**src/rtl/robo_pkg.sv**
```systemverilog
// Shared types and constants for the maze robot mission sequencer.
// Used by the controller RTL and by the bench.
package robo_pkg;

    typedef enum logic [2:0] {
        S_IDLE,
        S_FOLLOW,
        S_REMOVE,
        S_DONE,
        S_TIMEOUT
    } state_t;

    // Heading codes: north, south, leste (east), oeste (west)
    typedef enum logic [1:0] {
        DIR_N = 2'b00,
        DIR_S = 2'b01,
        DIR_L = 2'b10,
        DIR_O = 2'b11
    } dir_t;

    typedef logic [2:0] cmd_t;

    localparam cmd_t CMD_NONE    = 3'b000;
    localparam cmd_t CMD_AVANCAR = 3'b001;
    localparam cmd_t CMD_GIRAR   = 3'b010;
    localparam cmd_t CMD_REMOVER = 3'b100;

    // Heading after one girar (90 deg counter-clockwise)
    function automatic dir_t turn_ccw(input dir_t d);
        dir_t r;
        r = DIR_N;
        case (d)
            DIR_N:   r = DIR_O;
            DIR_O:   r = DIR_S;
            DIR_S:   r = DIR_L;
            default: r = DIR_N;
        endcase
        return r;
    endfunction

endpackage

```
**src/rtl/robo_sat_counter.sv**
```systemverilog
// Saturating up-counter with synchronous clear.
// Clear and increment together load the value 1.
module robo_sat_counter #(
    parameter int W = 8
) (
    input  logic         clock,
    input  logic         reset,
    input  logic         clear,
    input  logic         inc,
    output logic [W-1:0] count
);

    always_ff @(posedge clock) begin
        if (reset) begin
            count <= '0;
        end else if (clear) begin
            count <= W'(inc);
        end else if (inc && (count != '1)) begin
            count <= count + 1'b1;
        end
    end

endmodule

```
**src/rtl/robo_mission_ctrl.sv**
```systemverilog
// Left-wall-following mission sequencer with barrier removal,
// home detection and a move budget.
module robo_mission_ctrl
    import robo_pkg::*;
#(
    parameter int MOVE_W        = 8,
    parameter int MAX_MOVES     = 200,
    parameter int MIN_MOVES     = 4,
    parameter int REMOVE_CYCLES = 3,
    parameter int MAX_REMOVALS  = 15
) (
    input  logic              clock,
    input  logic              reset,
    input  logic              start,
    input  logic              head,
    input  logic              left,
    input  logic              under,
    input  logic              barrier,
    output logic              avancar,
    output logic              girar,
    output logic              remover,
    output logic              busy,
    output logic              done,
    output logic              timeout,
    output logic [MOVE_W-1:0] move_count,
    output logic [3:0]        remove_count
);

    localparam int REM_W = $clog2(REMOVE_CYCLES + 1);

    state_t     state, state_nx;
    cmd_t       cmd, cmd_nx;
    logic       pend_adv, pend_nx;
    logic       mv_clr, mv_inc;
    logic       rm_clr, rm_inc;
    logic       rc_clr, rc_inc;
    logic [REM_W-1:0] rem_cnt;

    logic at_max, home, take_barrier, rem_last;

    assign at_max       = (move_count == MOVE_W'(MAX_MOVES));
    assign home         = under && (move_count >= MOVE_W'(MIN_MOVES));
    assign take_barrier = barrier && (remove_count < 4'(MAX_REMOVALS));
    assign rem_last     = (rem_cnt == REM_W'(REMOVE_CYCLES));

    always_ff @(posedge clock) begin
        if (reset) begin
            state    <= S_IDLE;
            cmd      <= CMD_NONE;
            pend_adv <= 1'b0;
        end else begin
            state    <= state_nx;
            cmd      <= cmd_nx;
            pend_adv <= pend_nx;
        end
    end

    always_comb begin
        state_nx = state;
        cmd_nx   = CMD_NONE;
        pend_nx  = pend_adv;
        mv_clr   = 1'b0;
        mv_inc   = 1'b0;
        rm_clr   = 1'b0;
        rm_inc   = 1'b0;
        rc_clr   = 1'b0;
        rc_inc   = 1'b0;
        unique case (state)
            S_IDLE, S_DONE, S_TIMEOUT: begin
                if (start) begin
                    state_nx = S_FOLLOW;
                    pend_nx  = 1'b0;
                    mv_clr   = 1'b1;
                    rm_clr   = 1'b1;
                    rc_clr   = 1'b1;
                end
            end
            S_FOLLOW: begin
                priority case (1'b1)
                    at_max: begin
                        state_nx = S_TIMEOUT;
                    end
                    home: begin
                        state_nx = S_DONE;
                    end
                    take_barrier: begin
                        state_nx = S_REMOVE;
                        cmd_nx   = CMD_REMOVER;
                        rc_clr   = 1'b1;
                        rc_inc   = 1'b1;
                    end
                    (pend_adv && !head): begin
                        cmd_nx  = CMD_AVANCAR;
                        pend_nx = 1'b0;
                        mv_inc  = 1'b1;
                    end
                    (!pend_adv && !left): begin
                        cmd_nx  = CMD_GIRAR;
                        pend_nx = 1'b1;
                        mv_inc  = 1'b1;
                    end
                    !head: begin
                        cmd_nx = CMD_AVANCAR;
                        mv_inc = 1'b1;
                    end
                    default: begin
                        cmd_nx  = CMD_GIRAR;
                        pend_nx = 1'b0;
                        mv_inc  = 1'b1;
                    end
                endcase
            end
            S_REMOVE: begin
                // rem_cnt counts remover cycles already driven
                if (rem_last) begin
                    state_nx = S_FOLLOW;
                    rm_inc   = 1'b1;
                end else begin
                    cmd_nx = CMD_REMOVER;
                    rc_inc = 1'b1;
                end
            end
            default: begin
                state_nx = S_IDLE;
            end
        endcase
    end

    robo_sat_counter #(.W(MOVE_W)) u_move_cnt (
        .clock (clock),
        .reset (reset),
        .clear (mv_clr),
        .inc   (mv_inc),
        .count (move_count)
    );

    robo_sat_counter #(.W(4)) u_remove_cnt (
        .clock (clock),
        .reset (reset),
        .clear (rm_clr),
        .inc   (rm_inc),
        .count (remove_count)
    );

    robo_sat_counter #(.W(REM_W)) u_rem_cycle_cnt (
        .clock (clock),
        .reset (reset),
        .clear (rc_clr),
        .inc   (rc_inc),
        .count (rem_cnt)
    );

    assign avancar = cmd[0];
    assign girar   = cmd[1];
    assign remover = cmd[2];
    assign busy    = (state == S_FOLLOW) || (state == S_REMOVE);
    assign done    = (state == S_DONE);
    assign timeout = (state == S_TIMEOUT);

endmodule

```
**config.mk**
```make
export PLATFORM = sky130hd
export DESIGN_NAME = robo_mission_ctrl
export DESIGN_NICKNAME = d
export VERILOG_FILES = /design/src/rtl/robo_pkg.sv /design/src/rtl/robo_sat_counter.sv /design/src/rtl/robo_mission_ctrl.sv
export SDC_FILE = /design/constraint.sdc
export NUM_CORES = 1
export LEC_CHECK = 0
export BUFFER_PORTS_ARGS = -buffer_cell sky130_fd_sc_hd__buf_4
export CAP_MARGIN = 20
export CORE_ASPECT_RATIO = 2
export CORE_MARGIN = 5
export CORE_UTILIZATION = 30
export CTS_BUF_LIST = sky130_fd_sc_hd__clkbuf_4
export CTS_CLUSTER_SIZE = 16
export DETAILED_ROUTE_END_ITERATION = 8
export GPL_TIMING_DRIVEN = 0
export PLACE_DENSITY = 0.46
export SLEW_MARGIN = 25
export SYNTH_ARGS = -nofsm -noshare
export SYNTH_HDL_FRONTEND = slang
export SYNTH_SLANG_ARGS = --single-unit
```
**constraint.sdc**
```tcl
create_clock -name clock -period 2.6 [get_ports clock]
set_clock_uncertainty 0.15 [all_clocks]
set_input_delay 0.13 -clock clock [delete_from_list [all_inputs] [get_ports clock]]
set_output_delay 0.13 -clock clock [all_outputs]
set_load 0.02 [all_outputs]
```
### After elaboration in Yosys (flattened, before gate mapping)

Cells that the tools add are included.

| storage, ports and cells | value |
|---|---|
| register bits | 21 |
| input bits | 7 |

| cells by class | value |
|---|---|
| $add $sub $neg | 3 |
| $lt $le $gt $ge | 2 |
| equal/unequal tests | 16 |
| multiplexer cells | 42 |
| reduce and logical (&&, ||, !) cells | 21 |

Operators with widths:

| cell | count |
|---|---|
| 3-bit two-way mux | 9 |
| 1-bit two-way mux | 25 |
| 2-bit != test (second input constant) | 6 |
| 4-bit != test (second input constant) | 3 |
| 3-bit one-hot mux with 3 select lines | 1 |
| 8-bit by 1-bit adder with 8-bit output (second input constant) | 1 |
| 8-bit == test (second input constant) | 1 |
| 8-bit by 3-bit greater-or-equal comparator with 1-bit output (second input constant) | 1 |
| 8-bit != test (second input constant) | 1 |
| 2-bit nonzero test | 4 |
| 1-bit logical AND | 7 |
| 3-bit by 2-bit == test with 1-bit output (second input constant) | 2 |
| 2-bit two-way mux | 3 |
| 1-bit one-hot mux with 2 select lines | 3 |
| 3-bit one-hot mux with 2 select lines | 1 |
| 6-bit AND reduction | 1 |
| 4-bit by 1-bit adder with 4-bit output (second input constant) | 1 |
| 4-bit less-than comparator (second input constant) | 1 |
| 2-bit OR reduction | 2 |
| 3-bit by 1-bit == test with 1-bit output (second input constant) | 1 |
| 3-bit == test (second input constant) | 1 |
| 1-bit logical NOT | 3 |
| 3-bit logical NOT | 1 |
| 3-bit AND reduction | 1 |
| 4 further kinds | 4 |

### Longest topological paths before layout

| logic depth | value |
|---|---|
| depth after elaboration | 9 |
| mapped depth | 8 |
| gate-level depth less buffers | 7 |

### Cells and area by module

A second synthesis with hierarchy kept.

| unflattened totals | value |
|---|---|
| cells, all modules | 149 |
| area, all modules | 1234.9 sq um |

Modules (own cells, without submodules):

| module | times used | cells each | area an instance (sq um) | seq. area each (sq um) |
|---|---|---|---|---|
| robo_mission_ctrl | 1 | 71 | 519.2 | 140.1 |
| robo_sat_counter (u_move_cnt) | 1 | 46 | 410.4 | 160.2 |
| robo_sat_counter (u_remove_cnt) | 1 | 22 | 201.4 | 80.1 |
| robo_sat_counter (u_rem_cycle_cnt) | 1 | 10 | 103.8 | 40.0 |

### Worst setup path after synthesis

No wires, ideal clock.

| timing | value |
|---|---|
| path type | register to register |
| from | register u_move_cnt.count[5] |
| to | register u_move_cnt.count[3] |
| library setup time | 71 ps |
| arrival | 2149 ps |
| data required time | 2379 ps |
| setup slack | 230 ps |
| cell stages (with the launch flop) | 7 |
| buffers on the path | 1 |
| period minus slack after synthesis | 2370 ps |
| path through | dfxtp_1 > or3_4 > o21a_1 > or4b_4 > buf_6 > or3_1 > a21oi_1 |

| between the ends | value |
|---|---|
| cells in the longest elaborated chain, start to end | 6 |
| elaborated cells between the ends (all ways) | 8 |
| classes of those cells | order compare: 1; eq/ne: 2; mux: 3; reduce/logical: 2 |

RTL lines:

| item | line | source |
|---|---|---|
| start: declaration | robo_sat_counter.sv:10 | `output logic [W-1:0] count` |
| start signal: assignment | robo_sat_counter.sv:17 | `count <= W'(inc);` |
| start signal: assignment | robo_sat_counter.sv:19 | `count <= count + 1'b1;` |
| 8-bit by 3-bit greater-or-equal comparator with 1-bit output | robo_mission_ctrl.sv:42 | `assign home = under && (move_count >= MOVE_W'(MIN_MOVES));` |
| 1-bit logical AND | robo_mission_ctrl.sv:42 |  |
| 1-bit two-way mux (2 in a row) | robo_mission_ctrl.sv:79 | `priority case (1'b1)` |
| 1-bit two-way mux | robo_mission_ctrl.sv:68 | `unique case (state)` |
| 1-bit logical AND * | robo_sat_counter.sv:18 | `end else if (inc && (count != '1)) begin` |

Mark *: on every way between the ends. The rest lies on a longest branch, timed or not.
A chain may end at the register's enable or synchronous reset.

### Worst setup path in the final report

Same ends and word-level chain as after synthesis.

==> impl_metrics.ini <==
[die]
coreArea_um2 = 3650
rows = 31
io_pins = 25
dieArea_um2 = 5190
die_y_um = 97.0
die_w_um = 53.5
start_util_pct = 31.1

[sta]
slew_violations = 0
relSlewSlack_pct = 49.8
period_share_pct = 93.9
fin_hold_ws_ps = 37.4
rsz0062_at_grt = false
hold_viol = 0
fin_ws_ps = 159
min_period_ps = 2440
setup_viol = 0
fmax_mhz = 410
worstMarginPinSlew_ps = 749
tns_ps = 0

[final_layout]
fin_util_pct = 39.2
syn_to_final_growth_pct = 25.9
diodes = 0
drive_gt1_share_pct = 19.3
nNetsFinal = 183

[power]
power.total_mw = 0.722
ir_worst_vdd_mv = 0.214
p_per_area_nw_per_um2 = 505
p_leak_nw = 0.548

[synth]
avgSynthCellArea_um2 = 8.05
synth_edf_count = 0
synth_seq_area_share_pct = 37.0
synthDistinctLibCells = 41
netlist_instances = 141
synth-seq-cells = 21
synth_warnings = 0
ys.flop_type = dfxtp_1
async_flop_share_pct = 0
netlist_area_um2 = 1130
synth_nets = 152

[clock_network]
numCtsBuffers = 3
h-tree-depth = 1
clkLatencyLatePin_ps = 320
cts.clk_slew.worst_paths_ps = 130
cts_sinks = 21
cts_max_path_buffers = 2
root_buffer = clkbuf_4
post-cts-setup-buffer-count = 0
cts_tree = built

[worst_setup_path]
r2r_start = u_move_cnt.count[5]
r2r-end = u_move_cnt.count[3]
r2r.worst_path.cells = 6
critical_path_class = flip-flop to flip-flop
crit_path_max_incr_delay_ps = 560
cp.required_ps = 2710
arrival_ps = 2550
slowest_stage = or4b_4
critPathCaptureType = flip-flop
start_kind = flip-flop
r2r_slack_ps = 160
crit_chain = or3_4, o21a_1, or4b_4, buf_6, or3_1, a21oi_1
crit_fanout = 10

[placement]
place.gp.congestion = 0.819
portBuffers = 24
pre_cts_ws_ps = 128
dpl.hpwl_mm = 2.64

[global_routing]
grt_first_pass_wirelength_mm = 5.46
grt_max_degree = 13
antenna_found_initial = 0
grt_pass1_vias = 1172
grtUsageTotal_pct = 14.0
overflow = 0

[hold_path]
holdCritStartpoint = reset
whs_path_depth = 4
hold_path.class = primary input to flip-flop
min_to = u_move_cnt.count[1]

[detailed_routing]
routed_wirelength_mm = 3.31
dr.pass1.iters = 4
vias = 1172
ant_nets = 0
drc_errors = 0
drtIter0Drc = 22
wire_per_inst_um = 15.0
drt-vias-per-instance = 5.33

[status]
status = completed

[run]
cap_violations = 0
cells by family after synthesis:
family	Yosys count	share of synthesized area, %
AOI/OAI and AO/OA	37	21.1
xor gates and xnor gates	1	0.772
adders and majority gates	4	4.41
buffers and inverters	12	4.63
DFF	21	37.0
muxes	1	0.882
and+or+nand+nor	65	31.2
worst max-delay path: cells and delay by family, from the launching register on:
kind | cells | cell delay (ps)
AO/OA/AOI/OAI | 2 | 350
buffers and inverters | 1 | 160
flip-flops | 1 | 390
AND/OR/NAND/NOR | 3 | 1330
registers in the layout, summed over array words and instances (netlist names):
name / cells
cmd: 3
pend_adv: 1
u_rem_cycle_cnt.count: 2
u_remove_cnt.count: 4
state: 3
u_move_cnt.count: 8
cell usage in the layout, fill, tap and decap left out, types with 3 or more instances in the layout:
| master | instances |
|---|---|
| o21ai_0 | 4 |
| clkbuf_1 | 4 |
| nand3_1 | 9 |
| dfxtp_1 | 21 |
| nand3b_1 | 3 |
| inv_1 | 7 |
| a211oi_1 | 3 |
| clkbuf_4 | 3 |
| nand2_1 | 13 |
| o21ai_1 | 4 |
| nor3_1 | 6 |
| buf_4 | 24 |
| nor2_1 | 13 |
| ha_1 | 4 |
| or3_1 | 5 |
| a21oi_1 | 11 |
how the worst max path moves through the flow:
stage | startpoint | end | slack (ps)
after floorplan | u_move_cnt.count[5] | u_move_cnt.count[3] | 230
after global placement | state[2] | u_move_cnt.count[3] | 120
after detailed placement | state[2] | u_move_cnt.count[3] | 130
after CTS | state[2] | u_move_cnt.count[3] | 80
after global routing | state[1] | u_remove_cnt.count[3] | 20
final | u_move_cnt.count[5] | u_move_cnt.count[3] | 160
stage by stage:
step                      instances  area, um2
final                           220       1430
after detailed placement        214       1380
after CTS                       220       1420
after global routing            220       1430
after global placement          214       1380
after floorplan                 141       1130
layout make-up:
type	count	area, um2
fill	413	2220
multi-input combinational	108	667
sequential	21	420
timing repair buffer	26	200
tap	49	61.3
buffer	5	26.3
inverter	7	26.3
clock buffer	3	22.5
clock inverter	1	5.00
power breakdown:
part | internal, mW | switching, mW | total [mW]
registers | 0.337 | 0.0112 | 0.348
clock network | 0.0577 | 0.115 | 0.173
logic | 0.0758 | 0.125 | 0.201
total | 0.471 | 0.251 | 0.722
cell usage after synthesis (all sizes together), types with 2 or more instances:
cell type / number / area (um2)
a211oi: 3 / 22.5
a21oi: 11 / 55.1
a31oi: 2 / 12.5
clkbuf: 4 / 15.0
dfxtp: 21 / 420
ha: 4 / 50.1
inv: 7 / 26.3
nand2: 13 / 48.8
nand3: 9 / 45.0
nand3b: 3 / 22.5
nand4: 2 / 12.5
nor2: 13 / 48.8
nor3: 6 / 30.0
nor3b: 3 / 22.5
o21a: 2 / 15.0
o21ai: 8 / 40.0
o31ai: 2 / 15.0
or3: 6 / 42.5
or4: 2 / 15.0
routing by layer:
metal / share of wire [%] / wire length, um / GRT usage [%] / vias up
li1: - / - / - / 583
met1: 35 / 1170 / 13.8 / 550
met2: 59 / 1940 / 26.0 / 34
met3: 4.1 / 135 / 2.15 / 5
met4: 1.9 / 63 / 6.50 / 0
met5: 0 / 0 / 0 / -
repair_timing:
action / CTS / global route
gates resized for setup: 0 / 2
endpoints found under the hold margin: 2 / 0
endpoints found under the setup margin: 0 / 5
hold buffers: 2 / 0
(Power assumes the default switching activity.)
